**src/rtl/muldiv_sequencer.sv**
```systemverilog
// Multi-cycle unsigned multiply/divide unit that holds the pipeline while it iterates.
// One shared shift/add-subtract datapath: WIDTH cycles per operation, one cycle for divide-by-zero.
module muldiv_sequencer #(
   parameter int WIDTH = 16
) (
   input  logic             clk,
   input  logic             rst_n,
   input  logic             start,
   input  logic             isDiv,
   input  logic [WIDTH-1:0] opA,
   input  logic [WIDTH-1:0] opB,
   output logic             busy,
   output logic             stall,
   output logic             done,
   output logic [WIDTH-1:0] resultLo,
   output logic [WIDTH-1:0] resultHi,
   output logic             divByZero
);

   localparam int CW = (WIDTH > 1) ? $clog2(WIDTH) : 1;

   typedef enum logic [1:0] {
      IDLE = 2'd0,
      RUN  = 2'd1,
      DONE = 2'd2
   } state_t;

   state_t           state_reg;
   logic [CW-1:0]    cnt_reg;
   logic             is_div_reg;
   logic [WIDTH-1:0] oper_reg;
   logic [WIDTH-1:0] hi_reg;
   logic [WIDTH-1:0] lo_reg;
   logic [WIDTH-1:0] result_lo_reg;
   logic [WIDTH-1:0] result_hi_reg;
   logic             div_by_zero_reg;

   logic [WIDTH-1:0] hi_next;
   logic [WIDTH-1:0] lo_next;
   logic [WIDTH:0]   mul_sum;
   logic [WIDTH:0]   rem_shift;
   logic [WIDTH:0]   div_diff;
   logic             last_iter;

   // oper_reg holds the multiplicand for multiply and the divisor for divide
   always_comb begin
      mul_sum   = {1'b0, hi_reg} + (lo_reg[0] ? {1'b0, oper_reg} : {(WIDTH+1){1'b0}});
      rem_shift = {hi_reg, lo_reg[WIDTH-1]};
      div_diff  = rem_shift - {1'b0, oper_reg};
      hi_next   = mul_sum[WIDTH:1];
      lo_next   = {mul_sum[0], lo_reg[WIDTH-1:1]};
      if (is_div_reg) begin
         if (div_diff[WIDTH]) begin
            hi_next = rem_shift[WIDTH-1:0];
            lo_next = {lo_reg[WIDTH-2:0], 1'b0};
         end else begin
            hi_next = div_diff[WIDTH-1:0];
            lo_next = {lo_reg[WIDTH-2:0], 1'b1};
         end
      end
   end

   assign last_iter = (cnt_reg == CW'(WIDTH - 1));

   always_ff @(posedge clk or negedge rst_n) begin
      if (!rst_n) begin
         state_reg       <= IDLE;
         cnt_reg         <= '0;
         is_div_reg      <= 1'b0;
         oper_reg        <= '0;
         hi_reg          <= '0;
         lo_reg          <= '0;
         result_lo_reg   <= '0;
         result_hi_reg   <= '0;
         div_by_zero_reg <= 1'b0;
      end else begin
         case (state_reg)
            IDLE: begin
               if (start) begin
                  is_div_reg      <= isDiv;
                  cnt_reg         <= '0;
                  div_by_zero_reg <= 1'b0;
                  if (isDiv && (opB == '0)) begin
                     result_lo_reg   <= '1;
                     result_hi_reg   <= opA;
                     div_by_zero_reg <= 1'b1;
                     state_reg       <= DONE;
                  end else begin
                     oper_reg  <= isDiv ? opB : opA;
                     hi_reg    <= '0;
                     lo_reg    <= isDiv ? opA : opB;
                     state_reg <= RUN;
                  end
               end
            end
            RUN: begin
               hi_reg  <= hi_next;
               lo_reg  <= lo_next;
               cnt_reg <= cnt_reg + CW'(1);
               if (last_iter) begin
                  result_lo_reg <= lo_next;
                  result_hi_reg <= hi_next;
                  state_reg     <= DONE;
               end
            end
            DONE: begin
               state_reg <= IDLE;
            end
            default: begin
               state_reg <= IDLE;
            end
         endcase
      end
   end

   assign busy      = (state_reg == RUN) || (state_reg == DONE);
   assign done      = (state_reg == DONE);
   assign stall     = ((state_reg == IDLE) && start) || (state_reg == RUN);
   assign resultLo  = result_lo_reg;
   assign resultHi  = result_hi_reg;
   assign divByZero = div_by_zero_reg;

endmodule

```
**config.mk**
```make
export PLATFORM = sky130hd
export DESIGN_NAME = muldiv_sequencer
export DESIGN_NICKNAME = d
export VERILOG_FILES = /design/src/rtl/muldiv_sequencer.sv
export SDC_FILE = /design/constraint.sdc
export NUM_CORES = 1
export LEC_CHECK = 0
export CORE_AREA = 2 2 117 119
export CTS_CLUSTER_DIAMETER = 50
export DETAILED_ROUTE_END_ITERATION = 6
export DIE_AREA = 0 0 119 121
export PLACE_DENSITY_LB_ADDON = 0.05
export REMOVE_ABC_BUFFERS = 1
export SLEW_MARGIN = 15
export SYNTH_ARGS = -nofsm -noshare
export SYNTH_HDL_FRONTEND = slang
export SYNTH_SLANG_ARGS = --single-unit
```
**constraint.sdc**
```tcl
create_clock -name clk -period 3.4 [get_ports clk]
set_clock_uncertainty 0.05 [all_clocks]
set_input_delay 0.51 -clock clk [delete_from_list [all_inputs] [get_ports clk]]
set_output_delay 0.51 -clock clk [all_outputs]
set_load 0.02 [all_outputs]
```
==> metrics.csv, run 1 <==
stage,metric,value,unit
yosys,adder and majority cell fraction of the synthesized area,7.68,%
power,Power Total,8.43,mW
yosys,proportion of synthesized chip area in sequential cells,34.5,%
yosys,number of enable flip-flop cells after synthesis,0,
place,weighted congestion at the end of routability-driven global placement,0.895,
cells_and_area,fraction of layout instances using a drive strength above 1,11.6,%
floorplan,die extent in y,121,µm
cells_and_area,final net count,879,
sta,post-layout minimum cycle time,3.30,ns
sta,pin slew with the least headroom to its limit,0.851,ns
detailed_routing,routed vias/inst,5.90,
flow_run,# Max-Cap Violations,0,
worst_setup_path,start-to-end type of the worst setup path,flip-flop to flip-flop,
place,input/output buffers,71,
worst_setup_path,cell at the slowest stage of the critical path,sky130_fd_sc_hd__fa_2,
yosys,commonest cells in the netlist,"sky130_fd_sc_hd__o21ai_0, sky130_fd_sc_hd__dfrtp_1, sky130_fd_sc_hd__nand2_1",
detailed_routing,DRC Markers,0,
cts,library cell used as clock root buffer,sky130_fd_sc_hd__clkbuf_16,
power,static leakage power,3.54,nW
worst_setup_path,Crit path arrival time,3.49,ns
floorplan,effective utilization at floorplan,48.8,%
sta,number of pins exceeding their max-slew limit in the final report,0,
sta,setup repair after global routing missed its margin,true,
yosys,post-synth cell types,68,
power,power density over the cells,1080,nW/µm²
detailed_routing,number of detailed-route iterations in the first pass,5,
floorplan,number of primary I/O pins,72,
detailed_routing,total wirelength of the detailed-routed design,18700,µm
yosys,share of the synthesized area in compound gates (AO/OA/AOI/OAI),25.2,%
place,worst slack at placement,0.00752,ns
floorplan,site row count,42,
sta,maximum operating frequency,0.303,GHz
sta,Sum Neg Setup Slack,0,ns
cells_and_area,number of antenna cells inserted,0,
cells_and_area,Final Non-Filler Cells,986,
yosys,average size of a mapped cell,8.65,µm²
grt,"Remaining Overflow, GRT",0,
floorplan,horizontal die dimension,119,µm
outcome,outcome,completed,
floorplan,placeable core area,13100,µm²
grt,largest net degree at the start of global routing,44,
power,Peak supply drop,0.473,mV
grt,GRT Overall Usage,26.3,%
cts,total number of H-tree levels,3,
grt,first-pass GRT wire length,29800,µm
hold_path,class of the tightest hold or removal check,input port to async pin,
worst_setup_path,Crit. End Element,flip-flop,
cts,clock buffer count from CTS,9,
cts,maximum root-to-sink buffer count,2,
cts,clock tree from TritonCTS,yes,
worst_setup_path,sort of element at the start of the critical path,flip-flop,
floorplan,overall die area,14400,µm²
grt,via count of the first global-routing pass,5688,
yosys,share of flip-flops with an asynchronous set or reset,100,%
place,detailed placer's ending HPWL,13700,µm
yosys,synthesis-stage register bit count,88,
yosys,top cell type's share of synthesized area,34.5,%
worst_setup_path,ordered cell list for the critical path,inv_2 -> ha_2 -> inv_1 -> fa_2 -> a211oi_4 -> o21bai_4 -> o2111ai_4 -> nand3b_4 -> o211ai_4 -> clkbuf_16 -> mux2i_1 -> a21oi_1 -> mux2_2,
cts,total of hold buffers inserted after clock tree synthesis,0,
detailed_routing,number of antenna-violating nets in the routed design,0,
place,number of placed cells counting well taps,964,
cells_and_area,cell area after layout,7790,µm²
detailed_routing,routed len/inst,19.0,µm
detailed_routing,total vias in the final route,5821,
yosys,top_reg_cell synth,sky130_fd_sc_hd__dfrtp_1,
yosys,area of the mapped netlist,6390,µm²
place,area after detailed placement,7270,µm²
cts,"CTS clk-pin slew, worst paths",0.07,ns
cells_and_area,area added between synthesis and finish,22.0,%
cts,clock sink total,88,
grt,initial antenna violation count,0,
yosys,simple logic cell fraction of the synthesized area,15.0,%
yosys,most area-consuming cells after synthesis,"sky130_fd_sc_hd__dfrtp_1, sky130_fd_sc_hd__ha_1, sky130_fd_sc_hd__o21ai_0, sky130_fd_sc_hd__mux2i_1, sky130_fd_sc_hd__nand2_1",
sta,final worst-path setup slack,0.0971,ns
yosys,Synth Instances,738,
yosys,proportion of synthesized area in mux cells,9.50,%
sta,final number of hold-violating endpoints,0,
worst_setup_path,WP data required,3.59,ns
cts,later-pin clock latency in the skew report,0.35,ns
detailed_routing,Starting DRT DRC Count,367,
yosys,largest area contributor in the synthesized netlist,sky130_fd_sc_hd__dfrtp_1,
sta,number of setup violations in the final report,0,
worst_setup_path,highest cell delay on the worst timing path,0.43,ns
cells_and_area,final cell utilization of the core,59.6,%
sta,headroom to the max-slew limit,43.2,%
cells_and_area,FILL cells,1176,
yosys,largest family of logic cells by synthesized area,compound AO/OA/AOI/OAI gates,
yosys,Synth warnings,0,
sta,final clock period utilization by the worst path,97.1,%
yosys,library cell with the highest instance count after synthesis,sky130_fd_sc_hd__o21ai_0,
worst_setup_path,maximum fanout count along the critical path,10,
yosys,area share of xor/xnor cells in the synthesized design,2.88,%
sta,hold slack,0.0943,ns
## placed cells by master (no fill, tap or decap), drive strengths merged, types with 12 or more instances in the layout
cell type,instances
clkdlybuf4s50,69
a211oi,15
o21ai,99
dfrtp,88
buf,28
and2,16
nand2,79
inv,31
nor2,58
a21oi,39
a21o,19
clkbuf,14
nor3,15
mux2,21
nand3,12
mux2i,37
a31oi,20
ha,36
## worst max-delay path, delay by kind of cell (launching register included)
kind,cells,cell delay [ns]
compound gates,5,1.14
fa+ha+maj,2,0.60
mux,2,0.50
flops,1,0.40
buf+inv,3,0.37
simple gates,1,0.12
## logic make-up (layout without fill, tap and decap cells)
| kind of cell | count (synthesis) | after routing |
|---|---|---|
| AOI/OAI and AO/OA | 252 | 252 |
| xor gates and xnor gates | 21 | 21 |
| adders and majority gates | 38 | 38 |
| buffers and inverters | 74 | 146 |
| DFF | 88 | 88 |
| muxes | 58 | 58 |
| and+or+nand+nor | 207 | 207 |
## layer usage
layer,wire [µm],global-route usage [%],vias up
met5,0,0,-
met4,386,8.63,0
met3,810,2.96,27
met2,8400,41.9,141
met1,9090,37.6,2835
li1,-,-,2818
## power breakdown
| part | switching (mW) | internal [mW] | total, mW | leakage (nW) |
|---|---|---|---|---|
| Sequential | 0.438 | 1.51 | 1.95 | 1.06 |
| Combinational | 3.09 | 2.26 | 5.36 | 2.31 |
| Clock | 0.441 | 0.686 | 1.13 | 0.159 |
## path summary, 6_finish.rpt
kind,slack (ns),cells after the start,endpoint,from
min in group clk,0.45,1,divByZero$_DFFE_PN0P_,divByZero$_DFFE_PN0P_
max reg2reg,0.1,13,hi_reg[3]$_DFFE_PN0P_,lo_reg[15]$_DFFE_PN0P_
min reg2reg,0.45,1,divByZero$_DFFE_PN0P_,divByZero$_DFFE_PN0P_
max,0.1,13,hi_reg[3]$_DFFE_PN0P_,lo_reg[15]$_DFFE_PN0P_
min,0.09,1,cnt_reg[2]$_DFFE_PN0P_,rst_n
max in group asynchronous,2.46,2,hi_reg[6]$_DFFE_PN0P_,rst_n
## what timing repair did
| item | 4_1_cts | 5_1_grt |
|---|---|---|
| endpoints found under the setup margin | 1 | 28 |
| pin swaps | 1 | 6 |
| setup buffers | 1 | 3 |
| gates resized for setup | 2 | 20 |
| cloned | 0 | 2 |
## area by class of cell
cell class | count | area [µm²] | share of cell area (%)
Inverter | 31 | 116 | 1.49
Timing Repair Buffer | 99 | 961 | 12.3
Tap cell | 176 | 220 | 2.83
Multi-Input combinational cell | 576 | 3960 | 50.8
Clock buffer | 12 | 256 | 3.29
Sequential cell | 88 | 2200 | 28.3
Clock inverter | 4 | 76.3 | 0.979
No activity file was read; power rests on OpenSTA's default activity.
==> run 2: changes to the inputs <==
CORE_AREA = 2 2 163 85   (was 2 2 117 119)
DIE_AREA = 0 0 165 87   (was 0 0 119 121)
SLEW_MARGIN = not set   (was 15)
clock period = 3.94 ns   (was 3.4 ns; I/O delays follow)
==> metrics.csv, run 2 (same netlist as run 1, synthesis figures left out) <==
stage,metric,value,unit,change
cells_and_area,final net count,867,,-1.4%
cells_and_area,"commonest non-fill, non-tap cell in the layout",sky130_fd_sc_hd__o21ai_0,,
sta,final worst-path setup slack,0.524,ns,+0.426 ns
grt,initial antenna violation count,0,,unchanged
detailed_routing,routed len/inst,19.5,µm,+2.7%
floorplan,horizontal die dimension,165,µm,+39%
detailed_routing,total vias in the final route,5858,,+0.64%
detailed_routing,number of detailed-route iterations in the first pass,5,,unchanged
worst_setup_path,cell class contributing the biggest share of worst-path delay,compound AO/OA/AOI/OAI gates,,
floorplan,site row count,30,,-29%
worst_setup_path,cell at the slowest stage of the critical path,sky130_fd_sc_hd__fa_1,,
grt,"Remaining Overflow, GRT",0,,unchanged
sta,post-layout minimum cycle time,3.42,ns,+0.114 ns
detailed_routing,DRC Markers,0,,unchanged
detailed_routing,routed vias/inst,6.01,,+1.9%
cts,clock buffer count from CTS,9,,unchanged
worst_setup_path,Crit. End Element,flip-flop,,
sta,final number of hold-violating endpoints,0,,unchanged
outcome,outcome,completed,,
cts,"CTS clk-pin slew, worst paths",0.06,ns,about the same
cts,maximum root-to-sink buffer count,2,,unchanged
grt,via count of the first global-routing pass,5269,,-7.4%
power,power density over the cells,926,nW/µm²,-14%
floorplan,overall die area,14400,µm²,-0.31%
floorplan,effective utilization at floorplan,48.7,%,-0.056 points
worst_setup_path,sort of element at the start of the critical path,flip-flop,,
cells_and_area,number of antenna cells inserted,0,,unchanged
sta,pin slew with the least headroom to its limit,0.955,ns,+0.103 ns
sta,hold slack,0.296,ns,+0.202 ns
sta,number of setup violations in the final report,0,,unchanged
place,input/output buffers,71,,unchanged
sta,number of pins exceeding their max-slew limit in the final report,0,,unchanged
place,weighted congestion at the end of routability-driven global placement,0.941,,+5.2%
floorplan,placeable core area,13100,µm²,+0.12%
cts,post-CTS repair timing setup buffer count,0,,-1
sta,maximum operating frequency,0.293,GHz,-3.3%
worst_setup_path,WP data required,4.13,ns,+0.54 ns
sta,headroom to the max-slew limit,36.4,%,-6.9 points
grt,GRT Overall Usage,27.5,%,+1.1 points
cells_and_area,most frequent cells in the layout,"sky130_fd_sc_hd__o21ai_0, sky130_fd_sc_hd__dfrtp_1, sky130_fd_sc_hd__nand2_1",,
worst_setup_path,maximum fanout count along the critical path,4,,-6
cts,total of hold buffers inserted after clock tree synthesis,0,,unchanged
hold_path,class of the tightest hold or removal check,input port to async pin,,
worst_setup_path,CP bufs+invs,0,,-3
place,detailed placer's ending HPWL,14200,µm,+3.4%
worst_setup_path,highest cell delay on the worst timing path,0.46,ns,+0.03 ns
cts,later-pin clock latency in the skew report,0.35,ns,about the same
worst_setup_path,most frequent cell on the critical path,sky130_fd_sc_hd__a211oi_1,,
power,Peak supply drop,0.392,mV,-17%
sta,Sum Neg Setup Slack,0,ns,unchanged
cts,library cell used as clock root buffer,sky130_fd_sc_hd__clkbuf_16,,
cells_and_area,area added between synthesis and finish,18.2,%,
detailed_routing,Starting DRT DRC Count,577,,+57%
cts,total number of H-tree levels,3,,unchanged
cells_and_area,fraction of layout instances using a drive strength above 1,8.65,%,-3.0 points
sta,setup repair after global routing missed its margin,false,,
flow_run,# Max-Cap Violations,0,,unchanged
grt,largest net degree at the start of global routing,75,,+70%
place,worst slack at placement,0.418,ns,+0.411 ns
detailed_routing,number of antenna-violating nets in the routed design,0,,unchanged
cts,clock tree from TritonCTS,yes,,
floorplan,number of primary I/O pins,72,,unchanged
detailed_routing,total wirelength of the detailed-routed design,19000,µm,+1.4%
power,static leakage power,3.44,nW,-2.8%
grt,first-pass GRT wire length,29700,µm,-0.39%
cells_and_area,FILL cells,1164,,-1.0%
floorplan,die extent in y,87,µm,-28%
power,Power Total,6.99,mW,-17%
worst_setup_path,start-to-end type of the worst setup path,flip-flop to flip-flop,,
worst_setup_path,ordered cell list for the critical path,and2_1 -> ha_1 -> fa_1 -> a211oi_1 -> o21ai_1 -> a41oi_1 -> o31ai_2 -> a2111oi_0 -> or3_1 -> a211oi_1 -> mux2_2,,
cts,clock sink total,88,,unchanged
worst_setup_path,Crit path arrival time,3.60,ns,+0.11 ns
cts,quantity of gates resized following cts,0,,-2
sta,final clock period utilization by the worst path,86.7,%,-10 points
-- run 2: area by class of cell --
class	instances	area (µm²)	share of cell area, %
well taps	176	220	2.92
repair buffers	87	836	11.1
flip-flops and latches	88	2200	29.2
multi-input cells	576	3850	51.1
clock inverters	7	93.8	1.24
clock buffers	9	225	2.98
inverters	31	116	1.54
-- run 2: path summary, 6_finish.rpt --
kind,start,endpoint,slack [ns],cells past startpoint
min in group clk,divByZero$_DFFE_PN0P_,divByZero$_DFFE_PN0P_,0.45,1
worst min register to register,divByZero$_DFFE_PN0P_,divByZero$_DFFE_PN0P_,0.45,1
worst min-delay path,rst_n,cnt_reg[2]$_DFFE_PN0P_,0.30,1
worst max-delay path,oper_reg[0]$_DFFE_PN0P_,hi_reg[15]$_DFFE_PN0P_,0.52,11
worst max register to register,oper_reg[0]$_DFFE_PN0P_,hi_reg[15]$_DFFE_PN0P_,0.52,11
max in group asynchronous,rst_n,hi_reg[3]$_DFFE_PN0P_,2.75,2
-- run 2: metrics by stage --
stage          cells  util [%]  area, µm²
5_1_grt          974      57.6       7550
3_5_place_dp     958      55.2       7230
6_report         974      57.6       7550
3_3_place_gp     958      55.2       7230
2_1_floorplan    695         -       6170
4_1_cts          974      57.6       7550
-- run 2: power by group --
part / leakage (nW) / internal, mW / switching [mW]
logic: 2.22 / 1.78 / 2.59
clock network: 0.152 / 0.556 / 0.377
registers: 1.06 / 1.30 / 0.384
total: 3.44 / 3.64 / 3.35
-- run 2: layer usage --
layer	part of all wire, %	GRT usage (%)	vias up
met3	7.5	5.14	19
met1	52	44.2	2841
met5	0	0	-
li1	-	-	2797
met2	40	37.4	201
met4	1.2	5.85	0
==> run 3: changes to the inputs <==
GPL_ROUTABILITY_DRIVEN = 0   (was not set)
==> results of run 3 <==
Final layout, timing and power as in run 2 (identical DEF).
